<file path="src/rtl/instr_decode_pipe_if.sv">
// rtl/instr_decode_pipe_if.sv - fetch-to-decoder word handshake
interface instr_decode_pipe_if #(
  parameter int IW = 8
);
  logic [IW-1:0] instr_in;
  logic          instr_valid;
  logic          instr_ready;

  modport master (output instr_in, output instr_valid, input instr_ready);
  modport slave  (input instr_in, input instr_valid, output instr_ready);
endinterface

</file>
<file path="src/rtl/instr_decode_pipe.sv">
// rtl/instr_decode_pipe.sv - prefetch queue, instruction register and decoder with dm wait stalls
module instr_decode_pipe #(
  parameter int IW      = 8,
  parameter int QDEPTH  = 4,
  parameter int DM_WAIT = 1
) (
  input  logic                         clk,
  input  logic                         async_reset_n,
  instr_decode_pipe_if.slave           fetch,
  input  logic                         flush,
  output logic [IW-1:0]                ir,
  output logic                         ir_valid,
  output logic [IW-5:0]                ir_imm,
  output logic [3:0]                   source_sel,
  output logic [8:0]                   reg_en,
  output logic                         i_sel,
  output logic                         x_sel,
  output logic                         y_sel,
  output logic                         jmp,
  output logic                         jmp_nz,
  output logic                         stall,
  output logic [$clog2(QDEPTH+1)-1:0]  q_count
);

  localparam int PW = $clog2(QDEPTH);
  localparam int CW = $clog2(QDEPTH+1);
  localparam logic [CW-1:0] FULL      = CW'(QDEPTH);
  localparam logic [2:0]    WAIT_LOAD = 3'(DM_WAIT);

  logic [1:0]    rst_sync;
  logic          rst_n;
  logic [IW-1:0] mem [QDEPTH];
  logic [PW-1:0] wr_ptr;
  logic [PW-1:0] rd_ptr;
  logic [CW-1:0] count;
  logic [2:0]    wait_cnt;
  logic          push;
  logic          pop;
  logic [IW-1:0] head;
  logic [7:0]    head_op;
  logic          head_dm_move;
  logic [7:0]    op;

  // Reset asserts immediately but releases only on a clock edge.
  always_ff @(posedge clk or negedge async_reset_n) begin
    if (!async_reset_n) begin
      rst_sync <= 2'b00;
    end else begin
      rst_sync <= {rst_sync[0], 1'b1};
    end
  end

  assign rst_n = rst_sync[1];

  assign fetch.instr_ready = rst_n && !flush && (count != FULL);
  assign push    = fetch.instr_valid && fetch.instr_ready;
  assign stall   = (wait_cnt != 3'd0);
  assign pop     = !flush && !stall && (count != '0);
  assign head    = mem[rd_ptr];
  assign head_op = head[IW-1 -: 8];
  assign head_dm_move = (head_op[7:6] == 2'b10) && (head_op[2:0] == 3'd7) &&
                        (head_op[5:3] != 3'd7);
  assign q_count = count;

  always_ff @(posedge clk) begin
    if (push) begin
      mem[wr_ptr] <= fetch.instr_in;
    end
  end

  always_ff @(posedge clk or negedge rst_n) begin
    if (!rst_n) begin
      wr_ptr   <= '0;
      rd_ptr   <= '0;
      count    <= '0;
      ir       <= '0;
      ir_valid <= 1'b0;
      wait_cnt <= 3'd0;
    end else if (flush) begin
      wr_ptr   <= '0;
      rd_ptr   <= '0;
      count    <= '0;
      ir_valid <= 1'b0;
      wait_cnt <= 3'd0;
    end else begin
      if (push) begin
        wr_ptr <= wr_ptr + PW'(1);
      end
      if (pop) begin
        rd_ptr <= rd_ptr + PW'(1);
      end
      case ({push, pop})
        2'b10:   count <= count + CW'(1);
        2'b01:   count <= count - CW'(1);
        default: count <= count;
      endcase
      // A stalled IR stays put; otherwise the IR tracks the queue head each cycle.
      if (stall) begin
        wait_cnt <= wait_cnt - 3'd1;
      end else if (count != '0) begin
        ir       <= head;
        ir_valid <= 1'b1;
        wait_cnt <= head_dm_move ? WAIT_LOAD : 3'd0;
      end else begin
        ir_valid <= 1'b0;
      end
    end
  end

  function automatic logic [8:0] dst_enable(input logic [2:0] dst);
    case (dst)
      3'd0:    return 9'h001;
      3'd1:    return 9'h002;
      3'd2:    return 9'h004;
      3'd3:    return 9'h008;
      3'd4:    return 9'h100;
      3'd5:    return 9'h020;
      3'd6:    return 9'h040;
      default: return 9'h0C0;
    endcase
  endfunction

  assign op     = ir[IW-1 -: 8];
  assign ir_imm = ir[IW-5:0];

  always_comb begin
    reg_en     = 9'h000;
    source_sel = 4'd10;
    i_sel      = 1'b0;
    x_sel      = 1'b0;
    y_sel      = 1'b0;
    jmp        = 1'b0;
    jmp_nz     = 1'b0;
    if (ir_valid) begin
      i_sel = 1'b1;
      if (!op[7]) begin
        reg_en     = dst_enable(op[6:4]);
        source_sel = 4'd8;
        i_sel      = (op[6:4] != 3'd6);
      end else if (!op[6]) begin
        reg_en = dst_enable(op[5:3]);
        if (op[2:0] == 3'd7) begin
          reg_en[6] = 1'b1;
        end
        // Moving a register onto itself selects the input pins, except for o_reg.
        if (op[2:0] != op[5:3]) begin
          source_sel = {1'b0, op[2:0]};
        end else if (op[5:3] == 3'd4) begin
          source_sel = 4'd4;
        end else begin
          source_sel = 4'd9;
        end
        i_sel = (op[5:3] != 3'd6);
      end else if (!op[5]) begin
        reg_en = 9'h010;
        x_sel  = op[4];
        y_sel  = op[3];
      end else if (!op[4]) begin
        jmp = 1'b1;
      end else begin
        jmp_nz = 1'b1;
      end
      if (stall) begin
        reg_en = 9'h000;
      end
    end
  end

endmodule

</file>
<file path="src/flat_wrapper.sv">
// flat-port wrapper written by rule: the top's interface ports become plain ports
module instr_decode_pipe_flat 
#(
  parameter int IW      = 8,
  parameter int QDEPTH  = 4,
  parameter int DM_WAIT = 1
)
  (clk, async_reset_n, flush, ir, ir_valid, ir_imm, source_sel, reg_en, i_sel, x_sel, y_sel, jmp, jmp_nz, stall, q_count, fetch_instr_in, fetch_instr_valid, fetch_instr_ready);
  instr_decode_pipe_if #(.IW(IW)) fetch_i ();
  input  logic clk;
  input  logic async_reset_n;
  input  logic flush;
  output logic [IW-1:0] ir;
  output logic ir_valid;
  output logic [IW-5:0] ir_imm;
  output logic [3:0] source_sel;
  output logic [8:0] reg_en;
  output logic i_sel;
  output logic x_sel;
  output logic y_sel;
  output logic jmp;
  output logic jmp_nz;
  output logic stall;
  output logic [$clog2(QDEPTH+1)-1:0] q_count;
  input wire logic [$bits(fetch_i.instr_in)-1:0] fetch_instr_in;
  input wire logic [$bits(fetch_i.instr_valid)-1:0] fetch_instr_valid;
  output wire logic [$bits(fetch_i.instr_ready)-1:0] fetch_instr_ready;
  assign fetch_i.instr_in = fetch_instr_in;
  assign fetch_i.instr_valid = fetch_instr_valid;
  assign fetch_instr_ready = fetch_i.instr_ready;
  instr_decode_pipe #(.IW(IW), .QDEPTH(QDEPTH), .DM_WAIT(DM_WAIT)) u_core (.clk(clk), .async_reset_n(async_reset_n), .fetch(fetch_i), .flush(flush), .ir(ir), .ir_valid(ir_valid), .ir_imm(ir_imm), .source_sel(source_sel), .reg_en(reg_en), .i_sel(i_sel), .x_sel(x_sel), .y_sel(y_sel), .jmp(jmp), .jmp_nz(jmp_nz), .stall(stall), .q_count(q_count));
endmodule
</file>
<file path="config.mk">
export PLATFORM = sky130hd
export DESIGN_NAME = instr_decode_pipe_flat
export DESIGN_NICKNAME = d
export VERILOG_FILES = /design/src/rtl/instr_decode_pipe_if.sv /design/src/rtl/instr_decode_pipe.sv /design/src/flat_wrapper.sv
export SDC_FILE = /design/constraint.sdc
export NUM_CORES = 1
export LEC_CHECK = 0
export CORE_MARGIN = 2
export CORE_UTILIZATION = 40
export CTS_CLUSTER_DIAMETER = 120
export DETAILED_ROUTE_END_ITERATION = 10
export PLACE_DENSITY = 0.73
export REMOVE_ABC_BUFFERS = 1
export SLEW_MARGIN = 0
export SYNTH_ARGS = -nofsm -noshare
export SYNTH_HDL_FRONTEND = slang
export SYNTH_SLANG_ARGS = --single-unit
</file>
<file path="constraint.sdc">
create_clock -name clk -period 2 [get_ports clk]
set_input_delay 0.5 -clock clk [delete_from_list [all_inputs] [get_ports clk]]
set_output_delay 0.5 -clock clk [all_outputs]
set_load 0.05 [all_outputs]
</file>
Yosys cells after proc, flatten, opt, wreduce, memory -nomap -nowiden
Memory sizes are Yosys's and may differ from the RTL's.
Index checks and enable logic that the tools add are counted.
{"block": "op_classes", "eq_ne": 23, "mux": 49, "bitwise_logic": 2, "reduce_logical": 18, "addsub": 5}
{"cell": "one-hot mux 9 bit (7 select lines)", "count": 2}
{"cell": "two-way mux 9 bit", "count": 4}
{"cell": "two-way mux 1 bit", "count": 28}
{"cell": "== test 3 bit (second input constant)", "count": 8}
{"cell": "two-way mux 4 bit", "count": 5}
{"cell": "== test 3 x 2 -> 1 bit (second input constant)", "count": 4}
{"cell": "two-way mux 3 bit", "count": 4}
{"cell": "inequality test 3 bit (second input constant)", "count": 4}
{"cell": "nonzero test 3 bit", "count": 4}
{"cell": "two-way mux 2 bit", "count": 4}
{"cell": "logical AND 1 bit", "count": 7}
{"cell": "== test 3 x 1 -> 1 bit (second input constant)", "count": 2}
{"cell": "logical NOT 3 bit", "count": 2}
{"cell": "one-hot mux 3 bit (2 select lines)", "count": 1}
{"cell": "subtractor 3 x 1 -> 3 bit (second input constant)", "count": 2}
{"cell": "two-way mux 5 bit", "count": 1}
{"cell": "adder 2 x 1 -> 2 bit (second input constant)", "count": 2}
{"cell": "== test 2 bit (second input constant)", "count": 2}
{"cell": "nonzero test 2 bit", "count": 2}
{"cell": "adder 3 x 1 -> 3 bit (second input constant)", "count": 1}
{"cell": "inequality test 3 bit", "count": 1}
{"cell": "AND reduction 3 bit", "count": 1}
{"cell": "== test 2 x 1 -> 1 bit (second input constant)", "count": 1}
{"cell": "logical NOT 1 bit", "count": 2}
{"cell": "2 further kinds", "count": 3}
{"block": "word_totals", "mem_count": 1, "reg_bits": 21, "mem_bits_rw": 32}
{"memory": "u_core.mem", "words": 4, "width": 8, "rd": 1, "rd_clocked_by_memory_dff": 0, "wr": 1, "line_no": "instr_decode_pipe.sv:32", "rtl": "logic [IW-1:0] mem [QDEPTH];"}

Longest topological paths before layout
Gate-level depths: netlist of run 1.
An unclocked memory read counts as a cell.
{"block": "depth", "word_depth": 8, "mapped_depth": 9, "depth_no_buf": 8}

Least setup slack after synthesis of run 1
No wires, ideal clock.
{"block": "synth_timing", "kind": "flip-flop to output port", "from": "register u_core.ir[7]", "to": "output reg_en[1]", "t_arrival_ns": 2.771, "setup_slack_ns": -1.271, "stages_incl_launch_ff": 5, "path_buffers": 1, "required_time_ns": 1.500, "path_cell_list": "dfrtp_1 -> clkbuf_1 -> nand2_1 -> mux2_2 -> nor4_1"}
{"block": "synth_via", "elab_chain_cells": 3}
{"item": "start: declaration", "line_no": "instr_decode_pipe.sv:11", "rtl": "output logic [IW-1:0] ir,"}
{"item": "start signal: assignment", "line_no": "instr_decode_pipe.sv:76", "rtl": "ir <= '0;"}
{"item": "start signal: assignment", "line_no": "instr_decode_pipe.sv:101", "rtl": "ir <= head;"}
{"item": "two-way mux 9 bit", "line_no": "instr_decode_pipe.sv:136", "rtl": "if (!op[7]) begin"}
{"item": "two-way mux 9 bit", "line_no": "instr_decode_pipe.sv:163", "rtl": "if (stall) begin"}
{"item": "two-way mux 9 bit", "line_no": "instr_decode_pipe.sv:134", "rtl": "if (ir_valid) begin"}
{"item": "end: declaration", "line_no": "flat_wrapper.sv:17", "rtl": "output logic [8:0] reg_en;"}
No other way between the ends.

Worst setup path in the final report of run 1
{"block": "layout_timing", "from": "register u_core.ir[7]", "to": "output i_sel"}
{"block": "layout_via", "elab_chain_cells": 2}
{"item": "two-way mux 1 bit", "line_no": "instr_decode_pipe.sv:136"}
{"item": "two-way mux 1 bit", "line_no": "instr_decode_pipe.sv:134"}
{"item": "end: declaration", "line_no": "flat_wrapper.sv:18", "rtl": "output logic i_sel;"}
No other way between the ends.

==> results of run 1 <==
-- how the worst min path moves through the flow --
stage                     slack (ps)          startpoint            endpoint
final                            250  u_core.rst_sync[1]    u_core.wr_ptr[0]
after global routing             290  u_core.rst_sync[1]    u_core.wr_ptr[0]
after CTS                        260  u_core.rst_sync[1]    u_core.wr_ptr[0]
after detailed placement         250  u_core.rst_sync[1]    u_core.wr_ptr[0]
after global placement           260  u_core.rst_sync[1]   u_core.q_count[0]
after floorplan                  200       async_reset_n  u_core.rst_sync[0]
-- power breakdown --
group | internal, mW | switching, mW
logic | 1.81 | 2.06
clock network | 0.375 | 0.343
registers | 1.32 | 0.281
-- cells by family after synthesis --
logic type,Yosys count,synth area share (%)
AND/OR/NAND/NOR,70,15.36
flip-flops,53,58.12
AO/OA/AOI/OAI,27,6.850
buffers and inverters,19,3.767
multiplexers,17,10.96
XOR/XNOR,6,2.055
adder cells (fa/ha/maj),5,2.740
other,1,0.1466
-- cell usage in the layout (no fill, tap or decap), types with 3 or more instances in the layout --
| master | instances |
|---|---|
| sky130_fd_sc_hd__buf_4 | 65 |
| sky130_fd_sc_hd__edfxtp_1 | 32 |
| sky130_fd_sc_hd__buf_12 | 21 |
| sky130_fd_sc_hd__dfrtp_1 | 14 |
| sky130_fd_sc_hd__nor2_1 | 12 |
| sky130_fd_sc_hd__clkdlybuf4s50_1 | 9 |
| sky130_fd_sc_hd__buf_6 | 9 |
| sky130_fd_sc_hd__mux2_2 | 8 |
| sky130_fd_sc_hd__mux4_2 | 8 |
| sky130_fd_sc_hd__nand2_1 | 7 |
| sky130_fd_sc_hd__dfrtp_2 | 7 |
| sky130_fd_sc_hd__o21ai_0 | 5 |
| sky130_fd_sc_hd__clkbuf_8 | 5 |
| sky130_fd_sc_hd__inv_1 | 4 |
| sky130_fd_sc_hd__nor3_4 | 4 |
| sky130_fd_sc_hd__nor2_2 | 4 |
| sky130_fd_sc_hd__and2_2 | 4 |
| sky130_fd_sc_hd__ha_1 | 4 |
| sky130_fd_sc_hd__nand3_1 | 3 |
| sky130_fd_sc_hd__nor3_1 | 3 |
| sky130_fd_sc_hd__a21oi_2 | 3 |
| sky130_fd_sc_hd__nor3_2 | 3 |
-- layer usage --
layer  vias to the layer above  global-route usage (%)  routed length, um
met2                        71                   31.49               3676
li1                        929                       -                  -
met5                         -                       0                  0
met4                         0                   6.891                169
met3                        19                   3.660                302
met1                       973                   19.28               2477
-- metrics by stage --
stage               setup WS [ps]  util [%]  TNS, ps  total power [mW]  cells
finish                     -206.7     66.06    -1928             6.185    376
global route               -280.6     66.06    -3286             6.436    376
CTS                        -155.2     62.45    -1329             5.600    368
detailed placement         -704.5     55.91    -3375             4.328    345
global placement           -622.5     55.91    -2465             4.295    345
floorplan                   -1493         -   -16090             3.125    184
-- layout make-up --
cell class	count	area, sq um
clock buffer	5	68.82
clock inverter	3	46.29
fill	428	2131
inverter	5	21.27
multi-input combinational	126	1276
sequential	53	1495
tap	77	96.34
timing repair buffer	107	1142
-- cell usage after synthesis (all sizes together) (2+ instances only) --
| library cell | number | area share (%) |
|---|---|---|
| a21oi | 6 | 1.2 |
| a31oi | 2 | 0.49 |
| and2 | 5 | 1.5 |
| and3 | 2 | 0.69 |
| buf | 8 | 2.2 |
| clkbuf | 6 | 0.88 |
| dfrtp | 21 | 21 |
| edfxtp | 32 | 38 |
| ha | 4 | 2.0 |
| inv | 5 | 0.73 |
| mux2 | 8 | 3.5 |
| mux4 | 8 | 7.0 |
| nand2 | 10 | 1.5 |
| nand2b | 4 | 0.98 |
| nand3 | 5 | 0.98 |
| nor2 | 18 | 2.6 |
| nor2b | 3 | 0.73 |
| nor3 | 10 | 2.2 |
| nor3b | 5 | 1.5 |
| o21ai | 9 | 1.8 |
| or3b | 2 | 0.78 |
| xnor2 | 5 | 1.7 |
-- flip-flops by register name (all words and copies together), names as in the netlist --
signal and cells:
u_core.wait_cnt 3, u_core.rd_ptr 2, u_core.ir_valid 1, u_core.rst_sync 2, u_core.mem 32, u_core.ir 8
u_core.q_count 3, u_core.wr_ptr 2
-- timing repair --
action / 4_1_cts / 5_1_grt
resized for setup: 49 / 37
hold buffers: 0 / 0
setup endpoints to repair: 20 / 20
buffers inserted: 16 / 8
pin swaps: 13 / 12
==> metrics.yaml, run 1 <==
run_status: "finished with violations"
failed_checks: "setup timing"
synth_top_flop_cell: "sky130_fd_sc_hd__edfxtp_1"
worst_path_max_delay_cell: "sky130_fd_sc_hd__dfrtp_2"
core_area_sq_mm: 0.006277
clk_pin_slew_worst_paths_ps: 90
fin_worst_hold_slack_ps: 250.3
critical_path_class: "reg -> out"
max_clock_freq_mhz: 453.2
die_h_um: 83.96
grt_pass1_wl_um: 9639
cts_tree: "yes"
timing.critical_path.to_type: "output port"
routed_wl_um: 6625
netlist_area_sq_mm: 0.002557
fin_crit_ps: 2207
instance_count_on_the_critical_path: 6
holdCritPathClass: "reg -> async"
final-setup-viol-count: 16
crit_buf_inv: 2
worst-endpoint-arrival_ps: 1710
dpl_cell_area_sq_mm: 0.003510
rows: 29
first_global_vias: 2048
synth.yosys.warnings: 0
synth.yosys.seq_area_share_pct: 58.12
post_drt_wl_per_cell_um: 17.62
ys_ff_latch: 53
clk-insertion-delay-late_ps: 300
timing_endpoint_of_the_critical_path: "i_sel"
clk_path_buf_depth: 2
final_nets: 315
initial_core_util_pct: 40.74
antenna_violations_before_repair: 0
worstReg2RegEnd: "u_core.q_count[2]"
post_synth.cell_area_avg_sq_um: 12.92
hpwl_um: 3872
grt_setup_unrepaired: "yes"
synthesis.instances: 198
postSynth.asyncResetShare_pct: 39.62
maxSlewViolCount: 0
cts_made_buffers: 5
ctsHtreeMaxLevel: 2
crit_path_start: "u_core.ir[7]"
grt_overflow: 0
critical_path_peak_fanout: 8
critPathRequiredTime_ps: 1500
final_cell_area_sq_mm: 0.004146
n_antenna_cell: 0
cts_root_buf: "sky130_fd_sc_hd__clkbuf_8"
minimum_setup_slack_among_reg_to_reg_paths_ps: -170
r2r_cells: 6
grt.total_usage_pct: 17.17
grt_max_degree: 20
dieWidth_um: 83.96
port_buf_inserts: 47
routability_congestion: 0.8510
worst_slack_ps: -206.7
clock-sinks: 53
worstSetupStartpointType: "register"
pwrdens_mw_per_mm2: 1492
synth_enable_flop_cells: 32
timing.critical_path.max_delay_family: "flip-flops"
finalHoldViolations: 0
num_vias: 1992
critical_path.max_stage_delay_ps: 480
peakVddDrop_v: 0.001145
timing.final.crit_share_pct: 110.3
flow.area_growth_from_synthesis_pct: 62.13
leak_nw: 1.626
worst_r2r_start: "u_core.q_count[2]"
route.detailed.drc: 0
die_outline_area_sq_mm: 0.007049
drt_iter0_drc: 91
worst_clock_skew_ps: 4.525
detailedRoute.firstPassIterationCount: 4
yosysUniqueCellTypes: 49
cp_cell_sequence: "buf_6 > nor3b_4 > nand2_1 > o21ai_1 > a21boi_1 > clkbuf_16"
antenna_violating_nets_post_route: 0
io_pins: 48
drv_cap: 0
ratio_of_cells_with_drive_above_1_in_the_final_layout_pct: 60.54
avgViaCountPerCell: 5.298
(Power assumes the default switching activity.)
==> run 2: changes to the inputs <==
Settings changed: CTS_CLUSTER_DIAMETER 120 to 40, DONT_BUFFER_PORTS from default to 1, PLACE_DENSITY 0.73 to 0.63.
==> run 2 against run 1 <==
Effect of this change:
- the run still ends with setup timing left
- design area is 13% lower
- first-iteration DRC count is 32% lower
- count of clock-buffer cells in the layout stayed put
- hold slack worse by 31 ps
- total power is 12% lower
- critical path type unchanged
- critical endpoint is now reg_en[0]
- non-clock buffer count is 41 lower
- cell count is 11% lower
- utilization is 8.4 points lower
- sequential power hardly changed
- sequential cell count stayed put
- combinational power is 21% lower
- highest routed layer unchanged
==> metrics.yaml, run 2 (synthesis gave the netlist of run 1 again) <==
max_clock_freq_mhz: 470.6  # +3.9%
fin_crit_ps: 2125  # -81.87 ps
holdCritPathClass: "reg -> async"
die_h_um: 83.96  # unchanged
detailedRoute.firstPassIterationCount: 4  # unchanged
avgViaCountPerCell: 5.227  # -1.3%
die_outline_area_sq_mm: 0.007049  # unchanged
grt_overflow: 0  # unchanged
total_met3_wirelength_after_detailed_routing_um: 233  # -23%
port_buf_inserts: 0  # -100%
final_cell_mix: "sky130_fd_sc_hd__buf_4 (37), sky130_fd_sc_hd__edfxtp_1 (32), sky130_fd_sc_hd__buf_6 (21), sky130_fd_sc_hd__nor2_1 (16), sky130_fd_sc_hd__dfrtp_1 (15)"
worst_slack_ps: -124.9  # +81.87 ps
largest_register: "u_core.mem"
routedLengthMet1_um: 2318  # -6.4%
largest_register_ff_count: 32  # unchanged
numPlacedInstances: 308  # -11%
grt_max_degree: 20  # unchanged
fin_worst_hold_slack_ps: 219.1  # -31.18 ps
critical_path_peak_fanout: 8  # unchanged
post_drt_wl_per_cell_um: 16.27  # -7.7%
ratio_of_cells_with_drive_above_1_in_the_final_layout_pct: 53.88  # -6.7 points
worst_clock_skew_ps: 6.608  # +2.083 ps
cts_root_buf: "sky130_fd_sc_hd__clkbuf_8"
first_global_vias: 1828  # -11%
timing.critical_path.to_type: "output port"
route.detailed.drc: 0  # unchanged
timing.final.crit_share_pct: 106.2  # -4.1 points
antenna_violating_nets_post_route: 0  # unchanged
grt_setup_unrepaired: "yes"
cts_tree: "yes"
drv_cap: 0  # unchanged
power_mw: 5.470  # -12%
clk_path_buf_depth: 2  # unchanged
num_vias: 1751  # -12%
rows: 29  # unchanged
dieWidth_um: 83.96  # unchanged
initial_core_util_pct: 40.74  # unchanged
grt.total_usage_pct: 15.59  # -1.6 points
routed_wl_um: 5450  # -18%
pwrdens_mw_per_mm2: 1512  # +1.3%
finalHoldViolations: 0  # unchanged
r2r_cells: 6  # unchanged
leak_nw: 1.409  # -13%
cts_made_buffers: 5  # unchanged
p_comb_share_pct: 55.7  # -6.9 points
clock_power_share_pct: 15.6  # +4.0 points
final-setup-viol-count: 14  # -2
core_area_sq_mm: 0.006277  # unchanged
final_common_cell: "sky130_fd_sc_hd__buf_4"
antenna_violations_before_repair: 0  # unchanged
worst-endpoint-arrival_ps: 1620  # -90 ps
p_int_mw: 3.140  # -10%
drt_iter0_drc: 62  # -32%
critical_path_class: "reg -> out"
met2WireLength_um: 2874  # -22%
switching_power_mw: 2.330  # -13%
hpwl_um: 3604  # -6.9%
finish.cell_count_without_fillers: 335  # -11%
grt_pass1_wl_um: 8804  # -8.7%
failed_checks: "setup timing"
peakVddDrop_v: 0.001037  # -9.5%
clk_pin_slew_worst_paths_ps: 100  # about the same
critPathRequiredTime_ps: 1500  # about the same
clock-sinks: 53  # unchanged
clk-insertion-delay-late_ps: 300  # about the same
maxSlewViolCount: 0  # unchanged
top_layer: "met4"
power_frac_seq_pct: 28.7  # +2.9 points
flow.area_growth_from_synthesis_pct: 41.49
worstSetupStartpointType: "register"
layout_top_registers: "u_core.mem (32), u_core.ir (8)"
io_pins: 48  # unchanged
ctsHtreeMaxLevel: 2  # unchanged
fin_tns_setup_ps: -1083  # +845.1 ps
netSwitchingFraction_pct: 42.60  # -0.74 points
final_nets: 274  # -13%
n_antenna_cell: 0  # unchanged
run_status: "finished with violations"
routability_congestion: 0.7830  # -8.0%
[run 2: worst paths after layout]
check,from,to,slack [ps]
worst max-delay path,u_core.wait_cnt[1],reg_en[0],-120
min in group clk,flush,u_core.wait_cnt[1],250
worst max register to register,u_core.q_count[2],u_core.q_count[2],-110
worst min register to register,u_core.rst_sync[1],u_core.q_count[1],220
max in group asynchronous,async_reset_n,u_core.rst_sync[0],1460
worst min-delay path,u_core.rst_sync[1],u_core.q_count[1],220
[run 2: power by group through the flow]
stage | clock network (mW) | registers (mW) | logic [mW]
floorplan | 0 | 2.12 | 1.01
global placement | 0 | 1.52 | 2.31
detailed placement | 0 | 1.53 | 2.33
CTS | 0.876 | 1.52 | 2.72
global route | 0.918 | 1.60 | 3.23
finish | 0.855 | 1.57 | 3.04
[run 2: worst max-delay path: stages, from the launching register on]
cell	delay [ps]
sky130_fd_sc_hd__dfrtp_1	420
sky130_fd_sc_hd__nor3_2	210
sky130_fd_sc_hd__buf_4	170
sky130_fd_sc_hd__nand2_8	90
sky130_fd_sc_hd__nor4b_4	240
sky130_fd_sc_hd__buf_6	190
[run 2: stage by stage]
step                      setup WS [ps]  area, sq um  utilization [%]
after floorplan                   -1493         2480                -
after global placement           -243.7         2977            47.42
after detailed placement         -270.2         2977            47.42
after CTS                        -190.8         3423            54.53
after global routing             -205.7         3618            57.64
final                            -124.9         3618            57.64
[run 2: layout make-up]
type | count | area, sq um
fillers | 504 | 2659
flip-flops and latches | 53 | 1494
multi-input cells | 126 | 1185
repair buffers | 66 | 684.4
well taps | 77 | 96.34
clock buffers | 5 | 68.82
clock inverters | 3 | 68.82
inverters | 5 | 21.27
[run 2: per-layer routing]
| metal | GRT usage (%) | vias up |
|---|---|---|
| met3 | 4.055 | 2 |
| met4 | 3.519 | 0 |
| met1 | 19.44 | 865 |
| li1 | - | 845 |
| met5 | 0 | - |
| met2 | 27.27 | 39 |
[run 2: timing repair]
| item | CTS | global route |
|---|---|---|
| endpoints found under the setup margin | 16 | 19 |
| endpoints found under the hold margin | 2 | 0 |
| pin swaps | 12 | 11 |
| resized for setup | 39 | 37 |
| setup buffers | 11 | 5 |
| hold buffers | 1 | 0 |
| gates cloned | 2 | 0 |
==> run 3: changes to the inputs <==
Settings changed: GPL_ROUTABILITY_DRIVEN from default to 0.
==> results of run 3 <==
Final layout, timing and power as in run 2 (identical DEF).
